--- src/rtl/id_ex_alu_decode_if.sv ---
// rtl/id_ex_alu_decode_if.sv - ID-to-EX ALU control bundle between the ID stage and the ID/EX register
interface id_ex_alu_decode_if;
    logic        id_valid;
    logic [31:0] id_instr;
    logic [31:0] id_rs_data;
    logic [31:0] id_rt_data;
    logic        ex_hold;
    logic        ex_flush;
    logic        ex_valid;
    logic [5:0]  ex_alu_fun;
    logic        ex_sign;
    logic [31:0] ex_op_a;
    logic [31:0] ex_op_b;
    logic [31:0] ex_rt_data;
    logic [4:0]  ex_wr_reg;
    logic        ex_reg_wr;
    logic        ex_mem_rd;
    logic        ex_mem_wr;
    logic        ex_branch;
    logic        ex_undef;

    modport master (
        output id_valid, id_instr, id_rs_data, id_rt_data, ex_hold, ex_flush,
        input  ex_valid, ex_alu_fun, ex_sign, ex_op_a, ex_op_b, ex_rt_data,
               ex_wr_reg, ex_reg_wr, ex_mem_rd, ex_mem_wr, ex_branch, ex_undef
    );

    modport slave (
        input  id_valid, id_instr, id_rs_data, id_rt_data, ex_hold, ex_flush,
        output ex_valid, ex_alu_fun, ex_sign, ex_op_a, ex_op_b, ex_rt_data,
               ex_wr_reg, ex_reg_wr, ex_mem_rd, ex_mem_wr, ex_branch, ex_undef
    );
endinterface

--- src/rtl/id_ex_alu_decode.sv ---
// rtl/id_ex_alu_decode.sv - ID-stage ALU control decode and ID/EX pipeline register
module id_ex_alu_decode #(
    parameter bit RESET_NOP = 1'b1,
    parameter int IMM_W     = 16
) (
    input  logic              clk,
    input  logic              reset,
    id_ex_alu_decode_if.slave bus
);
    localparam logic [5:0] ALU_ADD   = 6'b000000;
    localparam logic [5:0] ALU_SUB   = 6'b000001;
    localparam logic [5:0] ALU_AND   = 6'b011000;
    localparam logic [5:0] ALU_OR    = 6'b011110;
    localparam logic [5:0] ALU_XOR   = 6'b010110;
    localparam logic [5:0] ALU_NOR   = 6'b010001;
    localparam logic [5:0] ALU_LT    = 6'b110101;
    localparam logic [5:0] ALU_SLL   = 6'b100000;
    localparam logic [5:0] ALU_SRL   = 6'b100001;
    localparam logic [5:0] ALU_SRA   = 6'b100011;
    localparam logic [5:0] ALU_PASSA = 6'b011010;
    localparam logic [5:0] ALU_EQ    = 6'b110011;
    localparam logic [5:0] ALU_NE    = 6'b110001;
    localparam logic [5:0] ALU_LEZ   = 6'b111101;
    localparam logic [5:0] ALU_GTZ   = 6'b111111;
    localparam logic [5:0] ALU_LTZ   = 6'b111011;

    typedef struct packed {
        logic valid;
        logic reg_wr;
        logic mem_rd;
        logic mem_wr;
        logic branch;
        logic undef;
    } ctrl_t;

    typedef struct packed {
        logic [5:0]  alu_fun;
        logic        sign;
        logic [31:0] op_a;
        logic [31:0] op_b;
        logic [31:0] rt_data;
        logic [4:0]  wr_reg;
    } data_t;

    logic [5:0]       op;
    logic [5:0]       funct;
    logic [4:0]       rt;
    logic [4:0]       rd;
    logic [4:0]       shamt;
    logic [IMM_W-1:0] imm;
    logic [31:0]      imm_sext;
    logic [31:0]      imm_zext;
    logic             unused_rs_field;

    assign op       = bus.id_instr[31:26];
    assign rt       = bus.id_instr[20:16];
    assign rd       = bus.id_instr[15:11];
    assign shamt    = bus.id_instr[10:6];
    assign funct    = bus.id_instr[5:0];
    assign imm      = bus.id_instr[IMM_W-1:0];
    assign imm_sext = {{(32-IMM_W){imm[IMM_W-1]}}, imm};
    assign imm_zext = {{(32-IMM_W){1'b0}}, imm};
    // rs arrives already read out of the register file as id_rs_data
    assign unused_rs_field = ^bus.id_instr[25:21];

    ctrl_t dc;
    data_t dd;

    always_comb begin
        dc         = '0;
        dd         = '0;
        dd.op_a    = bus.id_rs_data;
        dd.op_b    = bus.id_rt_data;
        dd.rt_data = bus.id_rt_data;
        case (op)
            6'h00: begin
                dd.wr_reg = rd;
                dc.reg_wr = 1'b1;
                case (funct)
                    6'h20: begin dd.alu_fun = ALU_ADD; dd.sign = 1'b1; end
                    6'h21: dd.alu_fun = ALU_ADD;
                    6'h22: begin dd.alu_fun = ALU_SUB; dd.sign = 1'b1; end
                    6'h23: dd.alu_fun = ALU_SUB;
                    6'h24: dd.alu_fun = ALU_AND;
                    6'h25: dd.alu_fun = ALU_OR;
                    6'h26: dd.alu_fun = ALU_XOR;
                    6'h27: dd.alu_fun = ALU_NOR;
                    6'h2A: begin dd.alu_fun = ALU_LT; dd.sign = 1'b1; end
                    6'h2B: dd.alu_fun = ALU_LT;
                    // The ALU shifts B by A[4:0], so shamt rides on operand A
                    6'h00: begin dd.alu_fun = ALU_SLL; dd.op_a = {27'b0, shamt}; end
                    6'h02: begin dd.alu_fun = ALU_SRL; dd.op_a = {27'b0, shamt}; end
                    6'h03: begin dd.alu_fun = ALU_SRA; dd.op_a = {27'b0, shamt}; end
                    6'h08: begin dd.alu_fun = ALU_PASSA; dc.reg_wr = 1'b0; end
                    6'h09: dd.alu_fun = ALU_PASSA;
                    default: dc.undef = 1'b1;
                endcase
            end
            6'h08: begin dd.op_b = imm_sext; dd.sign = 1'b1; dd.wr_reg = rt; dc.reg_wr = 1'b1; end
            6'h09: begin dd.op_b = imm_sext; dd.wr_reg = rt; dc.reg_wr = 1'b1; end
            6'h0A: begin
                dd.alu_fun = ALU_LT; dd.op_b = imm_sext; dd.sign = 1'b1;
                dd.wr_reg = rt; dc.reg_wr = 1'b1;
            end
            6'h0B: begin dd.alu_fun = ALU_LT; dd.op_b = imm_sext; dd.wr_reg = rt; dc.reg_wr = 1'b1; end
            6'h0C: begin dd.alu_fun = ALU_AND; dd.op_b = imm_zext; dd.wr_reg = rt; dc.reg_wr = 1'b1; end
            6'h0F: begin dd.op_a = '0; dd.op_b = imm_zext << 16; dd.wr_reg = rt; dc.reg_wr = 1'b1; end
            6'h23: begin dd.op_b = imm_sext; dd.wr_reg = rt; dc.reg_wr = 1'b1; dc.mem_rd = 1'b1; end
            6'h2B: begin dd.op_b = imm_sext; dd.wr_reg = rt; dc.mem_wr = 1'b1; end
            6'h04: begin dd.alu_fun = ALU_EQ;  dd.sign = 1'b1; dd.wr_reg = rt; dc.branch = 1'b1; end
            6'h05: begin dd.alu_fun = ALU_NE;  dd.sign = 1'b1; dd.wr_reg = rt; dc.branch = 1'b1; end
            6'h06: begin dd.alu_fun = ALU_LEZ; dd.sign = 1'b1; dd.wr_reg = rt; dc.branch = 1'b1; end
            6'h07: begin dd.alu_fun = ALU_GTZ; dd.sign = 1'b1; dd.wr_reg = rt; dc.branch = 1'b1; end
            6'h01: begin
                if (rt == 5'd0) begin
                    dd.alu_fun = ALU_LTZ; dd.sign = 1'b1; dc.branch = 1'b1;
                end else begin
                    dc.undef = 1'b1;
                end
            end
            6'h02: ;
            6'h03: begin dd.wr_reg = 5'd31; dc.reg_wr = 1'b1; end
            default: dc.undef = 1'b1;
        endcase
        if (dc.undef) begin
            dd.alu_fun = '0;
            dd.sign    = 1'b0;
            dd.wr_reg  = '0;
            dc.reg_wr  = 1'b0;
            dc.mem_rd  = 1'b0;
            dc.mem_wr  = 1'b0;
            dc.branch  = 1'b0;
        end
        if (dd.wr_reg == 5'd0) dc.reg_wr = 1'b0;
        dc.valid = 1'b1;
    end

    // Flush and empty ID slots both load the all-zero bubble
    logic  take;
    logic  en;
    ctrl_t nc;
    data_t nd;
    ctrl_t cr;
    data_t dr;

    assign take = bus.id_valid && !bus.ex_flush;
    assign en   = bus.ex_flush || !bus.ex_hold;
    assign nc   = take ? dc : '0;
    assign nd   = take ? dd : '0;

    always_ff @(posedge clk or posedge reset) begin
        if (reset) begin
            cr <= '0;
        end else if (en) begin
            cr <= nc;
        end
    end

    generate
        if (RESET_NOP) begin : g_data_rst
            always_ff @(posedge clk or posedge reset) begin
                if (reset) begin
                    dr <= '0;
                end else if (en) begin
                    dr <= nd;
                end
            end
        end else begin : g_data_norst
            always_ff @(posedge clk) begin
                if (en) begin
                    dr <= nd;
                end
            end
        end
    endgenerate

    assign bus.ex_valid   = cr.valid;
    assign bus.ex_reg_wr  = cr.reg_wr;
    assign bus.ex_mem_rd  = cr.mem_rd;
    assign bus.ex_mem_wr  = cr.mem_wr;
    assign bus.ex_branch  = cr.branch;
    assign bus.ex_undef   = cr.undef;
    assign bus.ex_alu_fun = dr.alu_fun;
    assign bus.ex_sign    = dr.sign;
    assign bus.ex_op_a    = dr.op_a;
    assign bus.ex_op_b    = dr.op_b;
    assign bus.ex_rt_data = dr.rt_data;
    assign bus.ex_wr_reg  = dr.wr_reg;
endmodule
--- src/flat_wrapper.sv ---
// flat-port wrapper written by rule: the top's interface ports become plain ports
module id_ex_alu_decode_flat 
#(
    parameter bit RESET_NOP = 1'b1,
    parameter int IMM_W     = 16
)
  (clk, reset, bus_id_valid, bus_id_instr, bus_id_rs_data, bus_id_rt_data, bus_ex_hold, bus_ex_flush, bus_ex_valid, bus_ex_alu_fun, bus_ex_sign, bus_ex_op_a, bus_ex_op_b, bus_ex_rt_data, bus_ex_wr_reg, bus_ex_reg_wr, bus_ex_mem_rd, bus_ex_mem_wr, bus_ex_branch, bus_ex_undef);
  id_ex_alu_decode_if bus_i ();
  input  logic clk;
  input  logic reset;
  input wire logic [$bits(bus_i.id_valid)-1:0] bus_id_valid;
  input wire logic [$bits(bus_i.id_instr)-1:0] bus_id_instr;
  input wire logic [$bits(bus_i.id_rs_data)-1:0] bus_id_rs_data;
  input wire logic [$bits(bus_i.id_rt_data)-1:0] bus_id_rt_data;
  input wire logic [$bits(bus_i.ex_hold)-1:0] bus_ex_hold;
  input wire logic [$bits(bus_i.ex_flush)-1:0] bus_ex_flush;
  output wire logic [$bits(bus_i.ex_valid)-1:0] bus_ex_valid;
  output wire logic [$bits(bus_i.ex_alu_fun)-1:0] bus_ex_alu_fun;
  output wire logic [$bits(bus_i.ex_sign)-1:0] bus_ex_sign;
  output wire logic [$bits(bus_i.ex_op_a)-1:0] bus_ex_op_a;
  output wire logic [$bits(bus_i.ex_op_b)-1:0] bus_ex_op_b;
  output wire logic [$bits(bus_i.ex_rt_data)-1:0] bus_ex_rt_data;
  output wire logic [$bits(bus_i.ex_wr_reg)-1:0] bus_ex_wr_reg;
  output wire logic [$bits(bus_i.ex_reg_wr)-1:0] bus_ex_reg_wr;
  output wire logic [$bits(bus_i.ex_mem_rd)-1:0] bus_ex_mem_rd;
  output wire logic [$bits(bus_i.ex_mem_wr)-1:0] bus_ex_mem_wr;
  output wire logic [$bits(bus_i.ex_branch)-1:0] bus_ex_branch;
  output wire logic [$bits(bus_i.ex_undef)-1:0] bus_ex_undef;
  assign bus_i.id_valid = bus_id_valid;
  assign bus_i.id_instr = bus_id_instr;
  assign bus_i.id_rs_data = bus_id_rs_data;
  assign bus_i.id_rt_data = bus_id_rt_data;
  assign bus_i.ex_hold = bus_ex_hold;
  assign bus_i.ex_flush = bus_ex_flush;
  assign bus_ex_valid = bus_i.ex_valid;
  assign bus_ex_alu_fun = bus_i.ex_alu_fun;
  assign bus_ex_sign = bus_i.ex_sign;
  assign bus_ex_op_a = bus_i.ex_op_a;
  assign bus_ex_op_b = bus_i.ex_op_b;
  assign bus_ex_rt_data = bus_i.ex_rt_data;
  assign bus_ex_wr_reg = bus_i.ex_wr_reg;
  assign bus_ex_reg_wr = bus_i.ex_reg_wr;
  assign bus_ex_mem_rd = bus_i.ex_mem_rd;
  assign bus_ex_mem_wr = bus_i.ex_mem_wr;
  assign bus_ex_branch = bus_i.ex_branch;
  assign bus_ex_undef = bus_i.ex_undef;
  id_ex_alu_decode #(.RESET_NOP(RESET_NOP), .IMM_W(IMM_W)) u_core (.clk(clk), .reset(reset), .bus(bus_i));
endmodule
--- config.mk ---
export PLATFORM = sky130hd
export DESIGN_NAME = id_ex_alu_decode_flat
export DESIGN_NICKNAME = d
export VERILOG_FILES = /design/src/rtl/id_ex_alu_decode_if.sv /design/src/rtl/id_ex_alu_decode.sv /design/src/flat_wrapper.sv
export SDC_FILE = /design/constraint.sdc
export NUM_CORES = 1
export LEC_CHECK = 0
export BUFFER_PORTS_ARGS = -buffer_cell sky130_fd_sc_hd__buf_2
export CORE_ASPECT_RATIO = 0.9
export CORE_UTILIZATION = 48
export CTS_CLUSTER_DIAMETER = 60
export CTS_CLUSTER_SIZE = 14
export DETAILED_ROUTE_END_ITERATION = 6
export PLACE_DENSITY_LB_ADDON = 0.3
export SLEW_MARGIN = 20
export SYNTH_ARGS = -nofsm -noshare
export SYNTH_HDL_FRONTEND = slang
export SYNTH_SLANG_ARGS = --single-unit
--- constraint.sdc ---
create_clock -name clk -period 4.5 [get_ports clk]
set_input_delay 0.225 -clock clk [delete_from_list [all_inputs] [get_ports clk]]
set_output_delay 0.225 -clock clk [all_outputs]
set_load 0.01 [all_outputs]
* Word level (Yosys, flattened, before mapping) *
Cells that the tools add are included.

word-level totals
  register bits after elaboration = 114
  input bits = 101
  output and inout port bits = 114
  logic and storage cells = 86

operators by class
  equality and inequality tests = 29
  muxes and demuxes = 24
  reduce and logical (&&, ||, !) cells = 21

operators with widths
  operator              number
  $mux W108             1
  $pmux W32 S3          1
  $eq A6 B6 Y1 const B  12
  $pmux W32 S2          1
  $pmux W6 S10          1
  $eq A6 B4 Y1 const B  8
  $pmux W6 S8           1
  $mux W32              1
  $eq A6 B2 Y1 const B  4
  $eq A6 B3 Y1 const B  4
  $pmux W5 S3           1
  $reduce_or A15 Y1     1
  $mux W7               2
  $reduce_or A14 Y1     1
  $logic_not A6 Y1      2
  $reduce_or A12 Y1     1
  $reduce_or A6 Y1      2
  $logic_not A5 Y1      2
  $mux W1               8
  $reduce_or A2 Y1      4
  $reduce_or A8 Y1      1
  $eq A6 B1 Y1 const B  1
  $mux W6               1
  $pmux W1 S3           2
  8 further kinds       11

* Depth between registers and ports, before layout *
  word-level depth = 8
  gate-level depth with buffers = 7
  mapped depth without buffers = 5

* Least setup slack after synthesis *
OpenSTA, ideal clock, no wires.

  path kind = input to register
  start point = in bus_id_instr[29]
  end point = reg u_core.dr, in the netlist u_core.bus.ex_op_a[0]
  setup time = 0.118 ns
  arrival = 1.687 ns
  required time = 4.382 ns
  setup slack = 2.695 ns
  stages on the path = 6
  path buffers = 1
  cell sequence = or4_4 > nor4_4 > a211oi_2 > buf_6 > a22o_1 > a21o_1

on the way
  longest elaborated chain between the ends = 3
  elaborated cells between the ends (all ways) = 4
  those cells by class = eq/ne (1); mux (2); reduce/logical (1)

ends and longest elaborated chain
  element                                           line                     source
  start: declaration                                flat_wrapper.sv:12       input wire logic [$bits(bus_i.id_instr)-1:0] bus_id_instr;
  $eq A6 B4 Y1 or $logic_not A6 Y1 (tied branches)  id_ex_alu_decode.sv:75   case (op)
  $pmux W32 S2 *                                    id_ex_alu_decode.sv:75
  $mux W108 *                                       id_ex_alu_decode.sv:149  assign nd = take ? dd : '0;
  end signal: assignment                            id_ex_alu_decode.sv:165  dr <= nd;
  end: declaration                                  id_ex_alu_decode.sv:144  data_t dr;

Every way passes the cells marked *; elsewhere a longest branch is shown, timed or not.
A chain may end at the register's enable or synchronous reset.

* Worst setup path in the final report *
  start point = in bus_id_instr[27]
  end point = reg u_core.dr, in the netlist u_core.bus.ex_op_b[13]

on the way
  longest elaborated chain between the ends = 4
  elaborated cells between the ends (all ways) = 11
  those cells by class = eq/ne (8); mux (2); reduce/logical (1)

ends and longest elaborated chain
  element                                       line
  $eq A6 B4 Y1 or $eq A6 B6 Y1 (tied branches)  id_ex_alu_decode.sv:75
  $reduce_or A6 Y1 (no line)                    --
  $pmux W32 S3 *                                id_ex_alu_decode.sv:75
  $mux W108 *                                   id_ex_alu_decode.sv:149

Marked as above.

==> run_results.csv <==
group,metric,value,unit
outcome,outcome,"finished, violations left",
outcome,violations,"DRC, hold timing",
setup_path,r2r_slack,3630,ps
setup_path,worstPathRequired,4830,ps
logic_synthesis,synthDominantCellAreaShare,55.4,%
global_route,grt_pass1_wl,24.5,mm
sta,worst_pin_slew,993,ps
detailed_routing,via_per_inst,5.96,
sta,finalSetupViolations,0,
global_route,grt_max_degree,72,
cts,root_buffer,"clkbuf_16",
setup_path,worst_setup_path_end_kind,"register",
cts,htreeDepth,4,
setup_path,r2r_end,"u_core.bus.ex_op_a[3]$_DFFE_PP0P_",
setup_path,start_kind,"primary input",
sta,post-route-min-period,2150,ps
detailed_routing,drc,22,
logic_synthesis,synth-seq-cells,114,
place,io_buffers,209,
logic_synthesis,syn_nets,578,
detailed_routing,wl_per_cell,19.1,um
logic_synthesis,ys_types,55,
sta,min_period_over_period,47.8,%
logic_synthesis,synth.top_cells.by_count,"dfrtp_1, a22o_1, nand2_1",
sta,fmax,465,MHz
cts,numCtsBuffers,17,
sta,slew_viol_final,0,
logic_synthesis,synth_area_leader_cell,"dfrtp_1",
sta,rsz0062_at_grt,"false",
setup_path,critical_path_class,"primary input to register",
sta,hold_viol,1,
pwr,peakVddDrop,273,uV
logic_synthesis,yosysWarnings,0,
cts,postCtsResizedCells,0,
logic_synthesis,synthArstFlopShare,100,%
setup_path,cp_max_fo,14,
cells_and_area,synthToLayoutAreaGrowth,34.2,%
cells_and_area,final_nets,772,
logic_synthesis,ys_seq_area_share,55.4,%
min_path,hold_path.class,"primary input to asynchronous set/reset pin",
detailed_routing,antenna_left,0,
logic_synthesis,synth_cells,477,
die,dieArea,11100,sq um
setup_path,worst-r2r-cell-count,2,
pwr,power.density,411,nW/um^2
setup_path,r2r_start,"u_core.bus.ex_op_a[3]$_DFFE_PP0P_",
logic_synthesis,syn_avg_cell_area,10.8,sq um
sta,skew,0,ps
flow_run,cap_viol_max_count,0,
die,rows,35,
global_route,grt_usage,28.6,%
cts,cts_buffer_depth,2,
setup_path,crit_end,"u_core.bus.ex_op_b[13]$_DFFE_PP0P_",
cts,cts_setup_buffers,0,
detailed_routing,first_pass_iters,7,
die,dieWidth,111,um
place,gp_congestion,0.874,
die,start_util,49.8,%
die,die_h,100,um
die,coreArea,10300,sq um
place,place_ws,1980,ps
cts,clkLatencyLatePin,400,ps
cells_and_area,design_area,6900,sq um
sta,relSlewSlack,33.8,%
detailed_routing,wl,15.5,mm
cells_and_area,drive_gt1_share,38.0,%
global_route,antenna_found_initial,0,
cts,clk_pin_slew,50,ps
logic_synthesis,synth_edf_count,0,
cts,cts_hold_buffers,0,
place,placed_area,6240,sq um
logic_synthesis,synth.most_common_cell,"dfrtp_1",
sta,holdWs,-1.37,ps
sta,setup_tns,0,ps
setup_path,worst_ep_arrival_time,2480,ps
logic_synthesis,netlist_top_cells_area,"dfrtp_1, a22o_1, o21ai_0, nand2_1, a221o_1",
detailed_routing,drt_iter0_drc,531,
logic_synthesis,synth_flop_cell,"dfrtp_1",
global_route,overflow,0,
pwr,leakage,3.68,nW
detailed_routing,vias,4843,
setup_path,critPathLaunch,"bus_id_instr[27]",
cells_and_area,antenna_cells,0,
sta,final.setup.worst_slack,2350,ps
place,dp_hpwl,10.8,mm
die,io_pins,215,
cts,clkSinkCount,114,
cts,cts_tree,"built",
global_route,grt_pass1_vias,4642,
logic_synthesis,syn_area,5150,sq um
-- layout make-up --
class	instances	area [sq um]
Fill cell	800	3430
Sequential cell	114	2850
Multi-Input combinational cell	318	2130
Timing Repair Buffer	214	1090
Clock buffer	18	439
Clock inverter	14	210
Tap cell	129	161
Inverter	6	25.0
-- placed cells by master, fill, tap and decap left out, types with 12 or more instances in the layout --
cell type,instances
buf_2,209
dfrtp_1,114
a22o_1,63
nand2_1,51
o21ai_0,47
a21oi_1,21
clkbuf_16,17
and3_1,15
a221o_1,14
nor2_1,13
a221oi_1,12
-- routing by layer --
layer	global-route usage (%)	part of all wire [%]
met1	38.3	43
met2	45.0	48
met3	7.00	7.0
met4	12.1	1.7
met5	0	0
-- worst min-delay path by stage --
stage                                  start                            endpoint  slack, ps  cells after the start
after floorplan              bus_id_instr[6]   u_core.bus.ex_op_a[0]$_DFFE_PP0P_        340                      1
after global placement    bus_id_rs_data[25]  u_core.bus.ex_op_a[25]$_DFFE_PP0P_        440                      2
after detailed placement  bus_id_rs_data[16]  u_core.bus.ex_op_a[16]$_DFFE_PP0P_        450                      2
after CTS                 bus_id_rs_data[16]  u_core.bus.ex_op_a[16]$_DFFE_PP0P_         30                      2
after global routing      bus_id_rs_data[16]  u_core.bus.ex_op_a[16]$_DFFE_PP0P_         20                      2
final                                  reset  u_core.bus.ex_op_a[10]$_DFFE_PP0P_         -1                      2
-- per-stage QoR --
| step | std cells | power (W) | util (%) | hold slack, ps |
|---|---|---|---|---|
| 3_3_place_gp | 780 | 0.00137 | 60.4 | 443 |
| 2_1_floorplan | 477 | 0.00124 | - | 341 |
| 4_1_cts | 812 | 0.00285 | 66.7 | 30.4 |
| 6_report | 813 | 0.00284 | 66.8 | -1.37 |
| 5_1_grt | 813 | 0.00294 | 66.8 | 23.2 |
| 3_5_place_dp | 780 | 0.00138 | 60.4 | 450 |
-- power by group --
| group | switching, W | total (W) | internal [W] |
|---|---|---|---|
| Clock | 0.000478 | 0.00147 | 0.000995 |
| Sequential | 0.0000204 | 0.00108 | 0.00106 |
| Combinational | 0.000174 | 0.000280 | 0.000106 |
-- worst max-delay path, cell delays in order --
cell,delay [ps]
buf_2,270
nand3_1,290
or2_2,350
a21oi_1,270
and2_0,800
a221o_1,280
-- kinds of logic after synthesis --
logic type | after synthesis | share of synthesized area [%]
AO/OA/AOI/OAI | 197 | 28.7
XOR/XNOR | 2 | 0.340
buffers and inverters | 45 | 3.53
flip-flops | 114 | 55.4
multiplexers | 1 | 0.195
AND/OR/NAND/NOR | 118 | 11.8
Power figures use the tool's default switching activity.
